$ cat config.mk
export PLATFORM = sky130hd
export DESIGN_NAME = uart_tx_async
export DESIGN_NICKNAME = d
export VERILOG_FILES = /design/src/rtl/uart_pkg.sv /design/src/rtl/uart_tx_async.sv
export SDC_FILE = /design/constraint.sdc
export NUM_CORES = 1
export LEC_CHECK = 0
export ABC_CLOCK_PERIOD_IN_PS = 3800
export CAP_MARGIN = 20
export CORE_AREA = 5 5 60 62
export DETAILED_ROUTE_END_ITERATION = 10
export DIE_AREA = 0 0 65 67
export GPL_ROUTABILITY_DRIVEN = 0
export PLACE_DENSITY = 0.79
export SYNTH_ARGS = -nofsm -noshare
export SYNTH_HDL_FRONTEND = slang
export SYNTH_SLANG_ARGS = --single-unit
$ cat constraint.sdc
create_clock -name clk -period 3.8 [get_ports clk]
set_clock_uncertainty 0.2 [all_clocks]
set_input_delay 0.76 -clock clk [delete_from_list [all_inputs] [get_ports clk]]
set_output_delay 0.76 -clock clk [all_outputs]
set_load 0.05 [all_outputs]
$ cat src/rtl/uart_pkg.sv
// rtl/uart_pkg.sv - shared UART frame constants and state encodings
// Used by both the transmitter and the receiver so their frame formats cannot drift apart.
package uart_pkg;

   localparam int TICKS_PER_BIT = 16;
   localparam logic [3:0] LAST_TICK = 4'(TICKS_PER_BIT - 1);

   localparam logic [2:0] LAST_BIT_7 = 3'd6;
   localparam logic [2:0] LAST_BIT_8 = 3'd7;

   typedef enum logic [2:0] {
      TX_IDLE,
      TX_START,
      TX_DATA,
      TX_PARITY,
      TX_STOP
   } tx_state_e;

   typedef enum logic [2:0] {
      RX_IDLE,
      RX_START,
      RX_DATA,
      RX_PARITY,
      RX_STOP
   } rx_state_e;

   typedef struct packed {
      logic bit8;
      logic parity_en;
      logic odd_n_even;
   } frame_cfg_t;

   function automatic logic [2:0] last_bit_index(input logic bit8);
      return bit8 ? LAST_BIT_8 : LAST_BIT_7;
   endfunction

endpackage

$ cat src/rtl/uart_tx_async.sv
// rtl/uart_tx_async.sv - UART transmitter: holding register / FIFO fetch plus frame FSM
// Serialises 7/8 data bits LSB first with optional parity and one stop bit, 16 baud ticks per bit.
module uart_tx_async #(
   parameter bit TX_FIFO = 1'b0
) (
   input  logic       clk,
   input  logic       reset_n,
   input  logic       baud_clock,
   input  logic       bit8,
   input  logic       parity_en,
   input  logic       odd_n_even,
   input  logic       write_tx_byte,
   input  logic [7:0] tx_data,
   input  logic       fifo_empty,
   output logic       fifo_read,
   output logic       tx_ready,
   output logic       tx_busy,
   output logic       tx
);
   import uart_pkg::*;

   logic [7:0] hold_q, hold_d;
   logic       hold_full_q, hold_full_d;
   logic       fifo_read_q, fifo_read_d;

   tx_state_e  state_q, state_d;
   logic [3:0] tick_q, tick_d;
   logic [2:0] bit_cnt_q, bit_cnt_d;
   logic [7:0] shift_q, shift_d;
   logic       parity_q, parity_d;
   frame_cfg_t cfg_q, cfg_d;
   logic       tx_q, tx_d;

   logic       load_frame;

   // A pop is outstanding exactly while fifo_read_q is high; its data lands in hold on the next edge.
   always_comb begin
      hold_d      = hold_q;
      hold_full_d = hold_full_q;
      fifo_read_d = 1'b0;
      if (TX_FIFO) begin
         if (fifo_read_q) begin
            hold_d      = tx_data;
            hold_full_d = 1'b1;
         end else if (!hold_full_q && !fifo_empty) begin
            fifo_read_d = 1'b1;
         end
      end else if (write_tx_byte && !hold_full_q) begin
         hold_d      = tx_data;
         hold_full_d = 1'b1;
      end
      if (load_frame) begin
         hold_full_d = 1'b0;
      end
   end

   always_comb begin
      state_d    = state_q;
      tick_d     = tick_q;
      bit_cnt_d  = bit_cnt_q;
      shift_d    = shift_q;
      parity_d   = parity_q;
      cfg_d      = cfg_q;
      tx_d       = tx_q;
      load_frame = 1'b0;

      if (baud_clock) begin
         if (state_q == TX_IDLE) begin
            load_frame = hold_full_q;
         end else begin
            tick_d = tick_q + 4'd1;
            if (tick_q == LAST_TICK) begin
               case (state_q)
                  TX_START: begin
                     state_d   = TX_DATA;
                     tx_d      = shift_q[0];
                     parity_d  = shift_q[0];
                     shift_d   = {1'b0, shift_q[7:1]};
                     bit_cnt_d = 3'd0;
                  end
                  TX_DATA: begin
                     if (bit_cnt_q == last_bit_index(cfg_q.bit8)) begin
                        if (cfg_q.parity_en) begin
                           state_d = TX_PARITY;
                           tx_d    = parity_q ^ cfg_q.odd_n_even;
                        end else begin
                           state_d = TX_STOP;
                           tx_d    = 1'b1;
                        end
                     end else begin
                        bit_cnt_d = bit_cnt_q + 3'd1;
                        tx_d      = shift_q[0];
                        parity_d  = parity_q ^ shift_q[0];
                        shift_d   = {1'b0, shift_q[7:1]};
                     end
                  end
                  TX_PARITY: begin
                     state_d = TX_STOP;
                     tx_d    = 1'b1;
                  end
                  TX_STOP: begin
                     // A byte already waiting goes straight into a new start bit, no idle gap.
                     if (hold_full_q) begin
                        load_frame = 1'b1;
                     end else begin
                        state_d = TX_IDLE;
                        tx_d    = 1'b1;
                     end
                  end
                  default: begin
                     state_d = TX_IDLE;
                     tx_d    = 1'b1;
                  end
               endcase
            end
         end
      end

      if (load_frame) begin
         state_d   = TX_START;
         tick_d    = 4'd0;
         bit_cnt_d = 3'd0;
         shift_d   = hold_q;
         parity_d  = 1'b0;
         cfg_d     = '{bit8: bit8, parity_en: parity_en, odd_n_even: odd_n_even};
         tx_d      = 1'b0;
      end
   end

   always_ff @(posedge clk or negedge reset_n) begin
      if (!reset_n) begin
         hold_q      <= 8'h00;
         hold_full_q <= 1'b0;
         fifo_read_q <= 1'b0;
         state_q     <= TX_IDLE;
         tick_q      <= 4'd0;
         bit_cnt_q   <= 3'd0;
         shift_q     <= 8'h00;
         parity_q    <= 1'b0;
         cfg_q       <= '0;
         tx_q        <= 1'b1;
      end else begin
         hold_q      <= hold_d;
         hold_full_q <= hold_full_d;
         fifo_read_q <= fifo_read_d;
         state_q     <= state_d;
         tick_q      <= tick_d;
         bit_cnt_q   <= bit_cnt_d;
         shift_q     <= shift_d;
         parity_q    <= parity_d;
         cfg_q       <= cfg_d;
         tx_q        <= tx_d;
      end
   end

   assign fifo_read = fifo_read_q;
   assign tx_ready  = ~hold_full_q;
   assign tx_busy   = (state_q != TX_IDLE);
   assign tx        = tx_q;

endmodule
==> Word-level counts from Yosys, hierarchy flattened <==
Cells that the tools add are included.
W data, S select, Z words.
{ "word_totals": {"reg_bits": 32, "word_cells": 83, "input_bits": 16} }
{ "op_classes": {"n_addsub": 2, "bitwise": 3, "muxes": 45, "eq_ne": 10, "n_reduce_logical": 12} }
{ "ops": {"columns": ["op", "count"], "rows": [
  ["$mux W8", 5],
  ["$mux W3", 12],
  ["$mux W1", 20],
  ["$pmux W8 S2", 1],
  ["$mux W4", 3],
  ["$pmux W3 S4", 1],
  ["$reduce_and A5 Y1", 2],
  ["$ne A3 B3 Y1 const B", 3],
  ["$eq A3 B2 Y1 const B", 2],
  ["$pmux W3 S2", 1],
  ["$reduce_bool A2 Y1", 3],
  ["$reduce_bool A3 Y1", 2],
  ["$add A4 B1 Y4 const B", 1],
  ["$eq A4 B4 Y1 const B", 1],
  ["$reduce_and A4 Y1", 1],
  ["$add A3 B1 Y3 const B", 1],
  ["$eq A3 B1 Y1 const B", 1],
  ["$eq A3 B3 Y1", 1],
  ["$eq A3 B3 Y1 const B", 1],
  ["$logic_not A3 Y1", 1],
  ["$pmux W1 S3", 1],
  ["$ne A2 B2 Y1 const B", 1],
  ["$pmux W1 S2", 1],
  ["$reduce_and A2 Y1", 1],
  ["other kinds (4)", 5]
]} }

==> Logic depth before layout (Yosys ltp) <==
Gate-level depths: netlist of the first run.
{ "logic_depth": {"ltp_word": 8, "mapped_depth": 7, "depth_no_buf": 5} }

==> Worst setup path after synthesis of the first run <==
OpenSTA, ideal clock, no wires.
{ "synth_path": {"path_kind": "in2reg", "startpoint": "input baud_clock", "endpoint": "register bit_cnt_q[0]", "cell_stages": 5, "setup_slack_ps": 1559, "setup_time_ps": 125, "required_ps": 3475, "path_buffers": 1, "arrival_time_ps": 1916, "cell_sequence": "inv_1 > or4_1 > a211o_1 > buf_6 > mux2_4"} }
{ "synth_via": {"elab_chain_len": 3, "word_cells_on_any_way": 8} }
{ "synth_lines": {"columns": ["item", "line_no", "source"], "rows": [
  ["from (decl)", "uart_tx_async.sv:8", "input logic baud_clock,"],
  ["$mux W1", "uart_tx_async.sv:67", "if (baud_clock) begin"],
  ["$ne A3 B3 Y1 (no source line) (tied with other cells)", null, null],
  ["$reduce_and A5 Y1 (no source line)", null, null],
  ["to (signal assigned)", "uart_tx_async.sv:148", "bit_cnt_q <= bit_cnt_d;"],
  ["to (decl)", "uart_tx_async.sv:28", "logic [2:0] bit_cnt_q, bit_cnt_d;"]
]} }
Parallel ways exist; a longest one is shown, timed or not.
A chain may end at the register's enable or synchronous reset.

==> Worst setup path in the final report of the first run <==
{ "layout_path": {"startpoint": "register state_q[0]", "endpoint": "output tx_busy"} }
{ "layout_via": {"elab_chain_len": 1} }
{ "layout_lines": {"columns": ["item", "line_no", "source"], "rows": [
  ["from (decl)", "uart_tx_async.sv:26", "tx_state_e state_q, state_d;"],
  ["from (signal assigned)", "uart_tx_async.sv:146", "state_q <= state_d;"],
  ["$reduce_bool A3 Y1", "uart_tx_async.sv:158", "assign tx_busy = (state_q != TX_IDLE);"],
  ["to (decl)", "uart_tx_async.sv:17", "output logic tx_busy,"]
]} }
Every way passes these cells.

==> results.yml, run 1 <==
clocking:
  hold_buffers: 0
  clock_latency_ps: 340
  cts.sink_count: 32
  htree_levels: 2
  path_clk_slew_ps: 100
  postCtsResizedCells: 0
  clk_path_buf_depth: 2
  numCtsBuffers: 5
  cts_tree: "built"
  cts_root_buffer: "clkbuf_4"
  cts_setup_buffers: 0
sta:
  rsz0062_at_grt: "no"
  maxSlewViolCount: 0
  period_share: 0.779
  fin_ws_ps: 840
  fin_crit_ps: 2960
  worstMarginPinSlew_ps: 778
  setup_viol: 0
  slew_headroom: 0.481
  timing.hold.ws_ps: 270
  hold_viol: 0
  fin_setup_tns_ps: 0
  fmax_mhz: 338
global_route:
  track_usage: 0.162
  grt_pass1_wl_um: 5290
  antenna_found_initial: 0
  grt_overflow: 0
  grt_pass1_vias: 1171
  grt_max_degree: 33
layout:
  n_antenna_cell: 0
  fin_util: 0.629
  syn_to_final_growth_pct: 14.7
  mostFrequentLayoutCell: "dfrtp_1"
  final_cell_mix: "31 x dfrtp_1, 17 x clkdlybuf4s50_1, 16 x nand2_1, 10 x mux2_1"
  seqCellArea_um2: 802
  multi_input_area_um2: 766
  fill_cells: 246
  layout-drive-gt1-share: 0.176
  fin_nets: 176
worst_setup_path:
  crit_family: "buffers and inverters"
  critPathRequiredTime_ps: 2840
  worstSetupPathType: "flip-flop to primary output"
  regToRegStartpoint: "tick_q[0]"
  cp_slowest_cell: "clkdlybuf4s50_1"
  crit_start: "state_q[0]"
  crit_chain: "or3_1 -> clkdlybuf4s50_1"
  cp_max_fo: 10
  slowest_delay_ps: 720
  critPathBufInv: 1
  crit_path_end_kind: "primary output"
  critical_path.startpoint_type: "flip-flop"
  worstPathArrival_ps: 2000
run_status:
  status: "finished, final reports clean"
routing:
  first_iter_violations: 46
  num_vias: 1111
  post-route-drc-count: 0
  postRouteWirelength_um: 2940
  firstDrtPassIters: 4
  vias_per_cell: 5.79
  ant_nets: 0
  wl_per_cell_um: 15.3
logic_synthesis:
  synthCells: 140
  netlist_area_um2: 1630
  synth_edf_count: 0
  synth.area.top_cells: "dfrtp_1 48%, mux2_1 6.9%, mux2_4 6.4%, mux2_2 4.8%, nand2_1 3.7%"
  avgSynthCellArea_um2: 11.7
  post_synth_num_cell_types: 46
  synth_top_cell_by_area: "dfrtp_1"
  synth_ff_type: "dfrtp_1"
  synth_top_cell_area_share: 0.475
  ys_ff_latch: 32
  seq_area_frac_synth: 0.492
  async_flop_share: 1.00
  syn-num-nets: 158
  ys_warn_count: 0
pwr:
  p_leak_nw: 0.860
  vdd_drop_max_mv: 0.434
  p_per_area_nw_per_um2: 751
die:
  fp-row-count: 20
  start_util: 0.548
  boundaryPins: 20
  die_w_um: 65
  dieArea_um2: 4360
  die_y_um: 67
  core_um2: 2980
placed_design:
  hpwl_um: 2060
  pre_cts_slack_ps: 738
  portBuffers: 17
job:
  max_cap_violations: 0
worst_hold_path:
  min-delay-path-class: "flip-flop to flip-flop"
  hold_start: "tx"
-- state kept, by name, indices dropped and copies added (netlist names) --
register,flops
shift_q,8
tx,1
bit_cnt_q,3
tick_q,4
parity_q,1
hold_full_q,1
cfg_q,3
hold_q,8
state_q,3
-- through the flow --
stage,area (µm²),power [mW],std cells
2_1_floorplan,1630,1.06,140
3_3_place_gp,1810,1.17,184
3_5_place_dp,1810,1.20,184
4_1_cts,1870,1.41,192
5_1_grt,1870,1.51,192
6_report,1870,1.41,192
-- cell families after synthesis --
family | count (synthesis) | synth area share
buffers and inverters | 13 | 0.0391
adder cells (fa/ha/maj) | 2 | 0.0153
flip-flops | 32 | 0.492
AND/OR/NAND/NOR | 36 | 0.111
AO/OA/AOI/OAI | 26 | 0.124
XOR/XNOR | 3 | 0.0161
multiplexers | 27 | 0.200
other | 1 | 0.00230
-- final timing paths --
| check | end | slack, ps | cells past startpoint |
|---|---|---|---|
| min reg2reg | tx | 270 | 2 |
| max reg2reg | shift_q[3] | 1250 | 5 |
| max | tx_busy | 840 | 2 |
| max in group asynchronous | tx | 2490 | 2 |
| min in group asynchronous | state_q[2] | 600 | 2 |
| min | tx | 270 | 2 |
-- power breakdown --
| group | total (mW) | internal [mW] | leakage [nW] | switching (mW) |
|---|---|---|---|---|
| combinational | 0.591 | 0.293 | 0.430 | 0.298 |
| clock | 0.213 | 0.0905 | 0.0315 | 0.123 |
| sequential | 0.602 | 0.488 | 0.399 | 0.113 |
-- synthesized netlist by cell type (2+ instances only) --
cell type,count
mux2_2,7
o211ai_1,2
a21oi_1,3
o21ai_0,2
o21ai_1,2
nand2_1,16
or3_1,2
o21a_1,2
inv_1,5
o311ai_0,2
dfrtp_1,31
nand3_1,2
nor2b_1,3
clkbuf_1,2
ha_1,2
xor2_1,2
buf_2,2
a22o_1,3
nor2_1,5
mux2_4,7
mux2i_1,3
mux2_1,10
o221ai_1,2
-- worst register-to-register path, cell delays in order (launching register included) --
cell and delay [ps]:
dfrtp_1 410, ha_1 240, and3_1 280, o21ai_2 640, mux2_2 420, mux2_4 260
-- layout make-up --
cell class	instances	share of cell area
clock inverters	1	0.00401
flip-flops and latches	32	0.428
well taps	33	0.0221
repair buffers	18	0.0949
inverters	6	0.0120
clock buffers	7	0.0294
multi-input cells	95	0.409
-- metal layers --
layer | global-route usage | vias up | wire length (µm)
li1 | - | 536 | -
met2 | 0.258 | 21 | 1410
met3 | 0.0556 | 7 | 123
met4 | 0.0712 | 0 | 55
met1 | 0.199 | 547 | 1350
met5 | 0 | - | 0
Note: power is estimated with default switching activity, not from simulation.
==> inputs of run 2 (changes only) <==
==> config.mk (replaced) <==
export PLATFORM = sky130hd
export DESIGN_NAME = uart_tx_async
export DESIGN_NICKNAME = d
export VERILOG_FILES = /design/src/rtl/uart_pkg.sv /design/src/rtl/uart_tx_async.sv
export SDC_FILE = /design/constraint.sdc
export NUM_CORES = 1
export LEC_CHECK = 0
export ABC_CLOCK_PERIOD_IN_PS = 3100
export CAP_MARGIN = 20
export CORE_AREA = 5 5 61 63
export DETAILED_ROUTE_END_ITERATION = 10
export DIE_AREA = 0 0 66 68
export GPL_ROUTABILITY_DRIVEN = 0
export PLACE_DENSITY = 0.77
export SYNTH_ARGS = -nofsm -noshare
export SYNTH_HDL_FRONTEND = slang
export SYNTH_SLANG_ARGS = --single-unit
==> constraint.sdc (replaced) <==
create_clock -name clk -period 3.1 [get_ports clk]
set_clock_uncertainty 0.2 [all_clocks]
set_input_delay 0.62 -clock clk [delete_from_list [all_inputs] [get_ports clk]]
set_output_delay 0.62 -clock clk [all_outputs]
set_load 0.05 [all_outputs]
==> results.yml, run 2 (synthesis gave the netlist of run 1 again) <==
run_status:
  status: "finished, final reports clean"
sta:
  hold_viol: 0
  fin_ws_ps: 270
  worstMarginPinSlew_ps: 759
  rsz0062_at_grt: "no"
  fin_crit_ps: 2830
  slew_headroom: 0.494
  period_share: 0.913
  setup_viol: 0
  fin_setup_tns_ps: 0
  timing.hold.ws_ps: 269
  fmax_mhz: 353
  maxSlewViolCount: 0
routing:
  wl_per_cell_um: 14.2
  post-route-drc-count: 0
  firstDrtPassIters: 4
  ant_nets: 0
  first_iter_violations: 16
  postRouteWirelength_um: 2930
  num_vias: 1102
  vias_per_cell: 5.32
die:
  die_w_um: 66
  die_y_um: 68
  dieArea_um2: 4490
  core_um2: 3180
  fp-row-count: 21
  boundaryPins: 20
  start_util: 0.513
clocking:
  hold_buffers: 0
  path_clk_slew_ps: 100
  cts_setup_buffers: 0
  clk_path_buf_depth: 2
  postCtsResizedCells: 0
  htree_levels: 2
  cts_root_buffer: "clkbuf_4"
  numCtsBuffers: 5
  clock_latency_ps: 330
  cts_tree: "built"
  cts.sink_count: 32
worst_setup_path:
  critical_path.startpoint_type: "flip-flop"
  crit_chain: "or3_1 -> clkdlybuf4s50_1"
  critPathBufInv: 1
  cp_slowest_cell: "clkdlybuf4s50_1"
  worstPathArrival_ps: 2010
  crit_path_end_kind: "primary output"
  slowest_delay_ps: 720
  crit_family: "buffers and inverters"
  cp_max_fo: 10
  worstSetupPathType: "flip-flop to primary output"
  critPathRequiredTime_ps: 2280
pwr:
  seqPwrFrac: 0.428
  p_switching_uw: 643
  p_per_area_nw_per_um2: 904
  vdd_drop_max_mv: 0.539
  combPwrFrac: 0.427
  clkPwrFrac: 0.145
  swShare: 0.374
  p_leak_nw: 0.871
  p_int_mw: 1.07
  p_total_mw: 1.72
layout:
  final_cell_mix: "31 x dfrtp_1, 17 x clkdlybuf4s50_1, 16 x nand2_1, 10 x mux2_1"
  fin_nets: 178
  syn_to_final_growth_pct: 16.4
  reg_top3: "hold_q: 8 flops, shift_q: 8 flops, tick_q: 4 flops"
  mostFrequentLayoutCell: "dfrtp_1"
  stdcell_count: 207
  layout-drive-gt1-share: 0.180
  n_antenna_cell: 0
worst_hold_path:
  min-delay-path-class: "flip-flop to flip-flop"
placed_design:
  dp_cells: 199
  hpwl_um: 2040
  pre_cts_slack_ps: 287
  portBuffers: 17
job:
  max_cap_violations: 0
global_route:
  grt_pass1_vias: 1137
  grt_max_degree: 33
  antenna_found_initial: 0
  grt_pass1_wl_um: 5200
  track_usage: 0.155
  grt_overflow: 0
run 2: cell types whose count changed in the layout (fill, tap and decap cells not counted), sizes merged:
cell / delta
clkbuf: +1
clkinvlp: -1
buf: +2
run 2: cell type report:
class / instances / area, µm²
repair buffers: 20 / 193
flip-flops and latches: 32 / 802
fillers: 259 / 1280
clock buffers: 8 / 58.8
inverters: 6 / 22.5
multi-input cells: 95 / 766
well taps: 46 / 57.6
run 2: tightest hold or removal path: cells and delay by family, from the launching register on:
kind,cells,cell delay (ps)
multiplexers,1,50
buffers and inverters,1,40
flip-flops,1,380
run 2: worst paths after layout:
path                       depth (start not counted)  slack [ps]    endpoint  startpoint
max                                                2         270     tx_busy  state_q[0]
min                                                2         270          tx          tx
max reg2reg                                        5         560  shift_q[5]   tick_q[0]
min reg2reg                                        2         270          tx          tx
max in group asynchronous                          2        1910          tx     reset_n
min in group asynchronous                          2         470  state_q[1]     reset_n
run 2: through the flow:
stage	utilization	instance area [µm²]
floorplan	-	1630
global placement	0.579	1840
detailed placement	0.579	1840
CTS	0.597	1900
global route	0.597	1900
finish	0.597	1900
run 2: routing by layer:
metal / global-route usage / vias to the layer above / share of wire
met3: 0.0542 / 8 / 0.056
met1: 0.193 / 519 / 0.46
met2: 0.244 / 31 / 0.46
li1: - / 544 / -
met4: 0.0685 / 0 / 0.019
met5: 0 / - / 0
run 2: power groups by stage:
stage / Sequential (mW) / Combinational, mW / Clock (mW)
2_1_floorplan: 0.711 / 0.586 / 0
3_3_place_gp: 0.730 / 0.708 / 0
3_5_place_dp: 0.743 / 0.733 / 0
4_1_cts: 0.735 / 0.740 / 0.255
5_1_grt: 0.760 / 0.807 / 0.282
6_report: 0.735 / 0.734 / 0.249
==> inputs of run 3 (changes only) <==
--- a/config.mk
+++ b/config.mk
@@ -12,6 +12,7 @@
 export DIE_AREA = 0 0 66 68
 export GPL_ROUTABILITY_DRIVEN = 0
 export PLACE_DENSITY = 0.77
+export RECOVER_POWER = 25
 export SYNTH_ARGS = -nofsm -noshare
 export SYNTH_HDL_FRONTEND = slang
 export SYNTH_SLANG_ARGS = --single-unit
==> results.yml, run 3 (synthesis gave the netlist of run 1 again) <==
layout:
  syn_to_final_growth_pct: 16.2
  final_cell_mix: "31 x dfrtp_1, 16 x nand2_1, 16 x clkdlybuf4s50_1, 10 x mux2_1"
  fin_nets: 178
  reg_top3: "hold_q: 8 flops, shift_q: 8 flops, tick_q: 4 flops"
  mostFrequentLayoutCell: "dfrtp_1"
  layout-drive-gt1-share: 0.174
  n_antenna_cell: 0
  fin_util: 0.596
worst_setup_path:
  slowest_delay_ps: 720
  worstSetupPathType: "flip-flop to primary output"
  crit_chain: "or3_1 -> clkdlybuf4s50_1"
  cp_slowest_cell: "clkdlybuf4s50_1"
  worstPathArrival_ps: 2010
  critical_path.startpoint_type: "flip-flop"
  cp_max_fo: 10
  worstReg2RegEnd: "shift_q[5]"
  critPathRequiredTime_ps: 2280
  ff2ff_setup_slack_ps: 560
  regToRegStartpoint: "tick_q[0]"
  worstRegToRegCells: 5
  crit_path_end_kind: "primary output"
sta:
  fin_setup_tns_ps: 0
  worstMarginPinSlew_ps: 1660
  setup_viol: 0
  fmax_mhz: 353
  maxSlewViolCount: 33
  hold_viol: 0
  rsz0062_at_grt: "no"
  slew_headroom: -0.107
  fin_crit_ps: 2830
  period_share: 0.913
clocking:
  cts_setup_buffers: 0
  clk_path_buf_depth: 2
  hold_buffers: 0
  clock_latency_ps: 330
  htree_levels: 2
  numCtsBuffers: 5
  cts.sink_count: 32
  cts_root_buffer: "clkbuf_4"
  path_clk_slew_ps: 100
  cts_tree: "built"
  postCtsResizedCells: 0
routing:
  wl_met2_um: 1350
  ant_nets: 0
  wl_per_cell_um: 14.2
  num_vias: 1103
  postRouteWirelength_um: 2930
  top_layer_used: "met4"
  post-route-drc-count: 0
  first_iter_violations: 16
  vias_per_cell: 5.33
  met3_length_um: 164
  drt-met1-wl_um: 1360
  firstDrtPassIters: 4
placed_design:
  portBuffers: 17
  hpwl_um: 2040
pwr:
  seqPwrFrac: 0.428
  vdd_drop_max_mv: 0.539
  clkPwrFrac: 0.145
  p_int_mw: 1.07
  combPwrFrac: 0.427
  p_per_area_nw_per_um2: 906
  swShare: 0.374
  p_leak_nw: 0.868
  p_switching_uw: 643
run_status:
  status: "finished with violations"
  violations: "max-capacitance violations, max-slew violations"
global_route:
  grt_pass1_wl_um: 5200
  track_usage: 0.155
  grt_pass1_vias: 1137
  grt_max_degree: 33
  antenna_found_initial: 0
  grt_overflow: 0
die:
  boundaryPins: 20
  dieArea_um2: 4490
  fp-row-count: 21
  core_um2: 3180
  start_util: 0.513
  die_y_um: 68
  die_w_um: 66
worst_hold_path:
  hold-path-endpoint: "tx"
  hold_start: "tx"
  min-delay-path-class: "flip-flop to flip-flop"
  hold_path_depth: 2
job:
  max_cap_violations: 1
run 3: cell type report:
class,instances,area [µm²]
Fill cell,261,1280
Sequential cell,32,802
Tap cell,46,57.6
Timing Repair Buffer,20,189
Clock buffer,8,58.8
Multi-Input combinational cell,95,766
Inverter,6,22.5
run 3: metrics by stage:
step                power (mW)  cell area, µm²  setup WS (ps)  std cells  hold slack [ps]
global route              1.85            1900            186        207              297
global placement          1.44            1840            289        199              256
floorplan                 1.30            1630            965        140              124
detailed placement        1.48            1840            287        199              254
CTS                       1.73            1900            265        207              272
finish                    1.72            1900            268        207              269
run 3: worst max-delay path, delay by kind of cell (launching register included):
family,cells,cell delay [ps]
buffers and inverters,1,720
DFF,1,500
and+or+nand+nor,1,460
run 3: layer usage:
layer / vias to the layer above / global-route usage
met5: - / 0
li1: 544 / -
met2: 31 / 0.244
met3: 8 / 0.0542
met1: 520 / 0.193
met4: 0 / 0.0685
run 3: power by group through the flow:
stage / registers, mW / clock network [mW] / logic, mW
after floorplan: 0.711 / 0 / 0.586
after global placement: 0.730 / 0 / 0.708
after detailed placement: 0.743 / 0 / 0.733
after CTS: 0.735 / 0.255 / 0.740
after global routing: 0.760 / 0.282 / 0.806
final: 0.735 / 0.249 / 0.733
run 3: worst max path at each step:
stage,from,to,slack [ps],cells after the start
2_1_floorplan,tick_q[0],shift_q[1],970,6
3_3_place_gp,baud_clock,shift_q[0],290,6
3_5_place_dp,baud_clock,shift_q[0],290,6
4_1_cts,state_q[0],tx_busy,260,2
5_1_grt,state_q[0],tx_busy,190,2
6_report,state_q[0],tx_busy,270,2
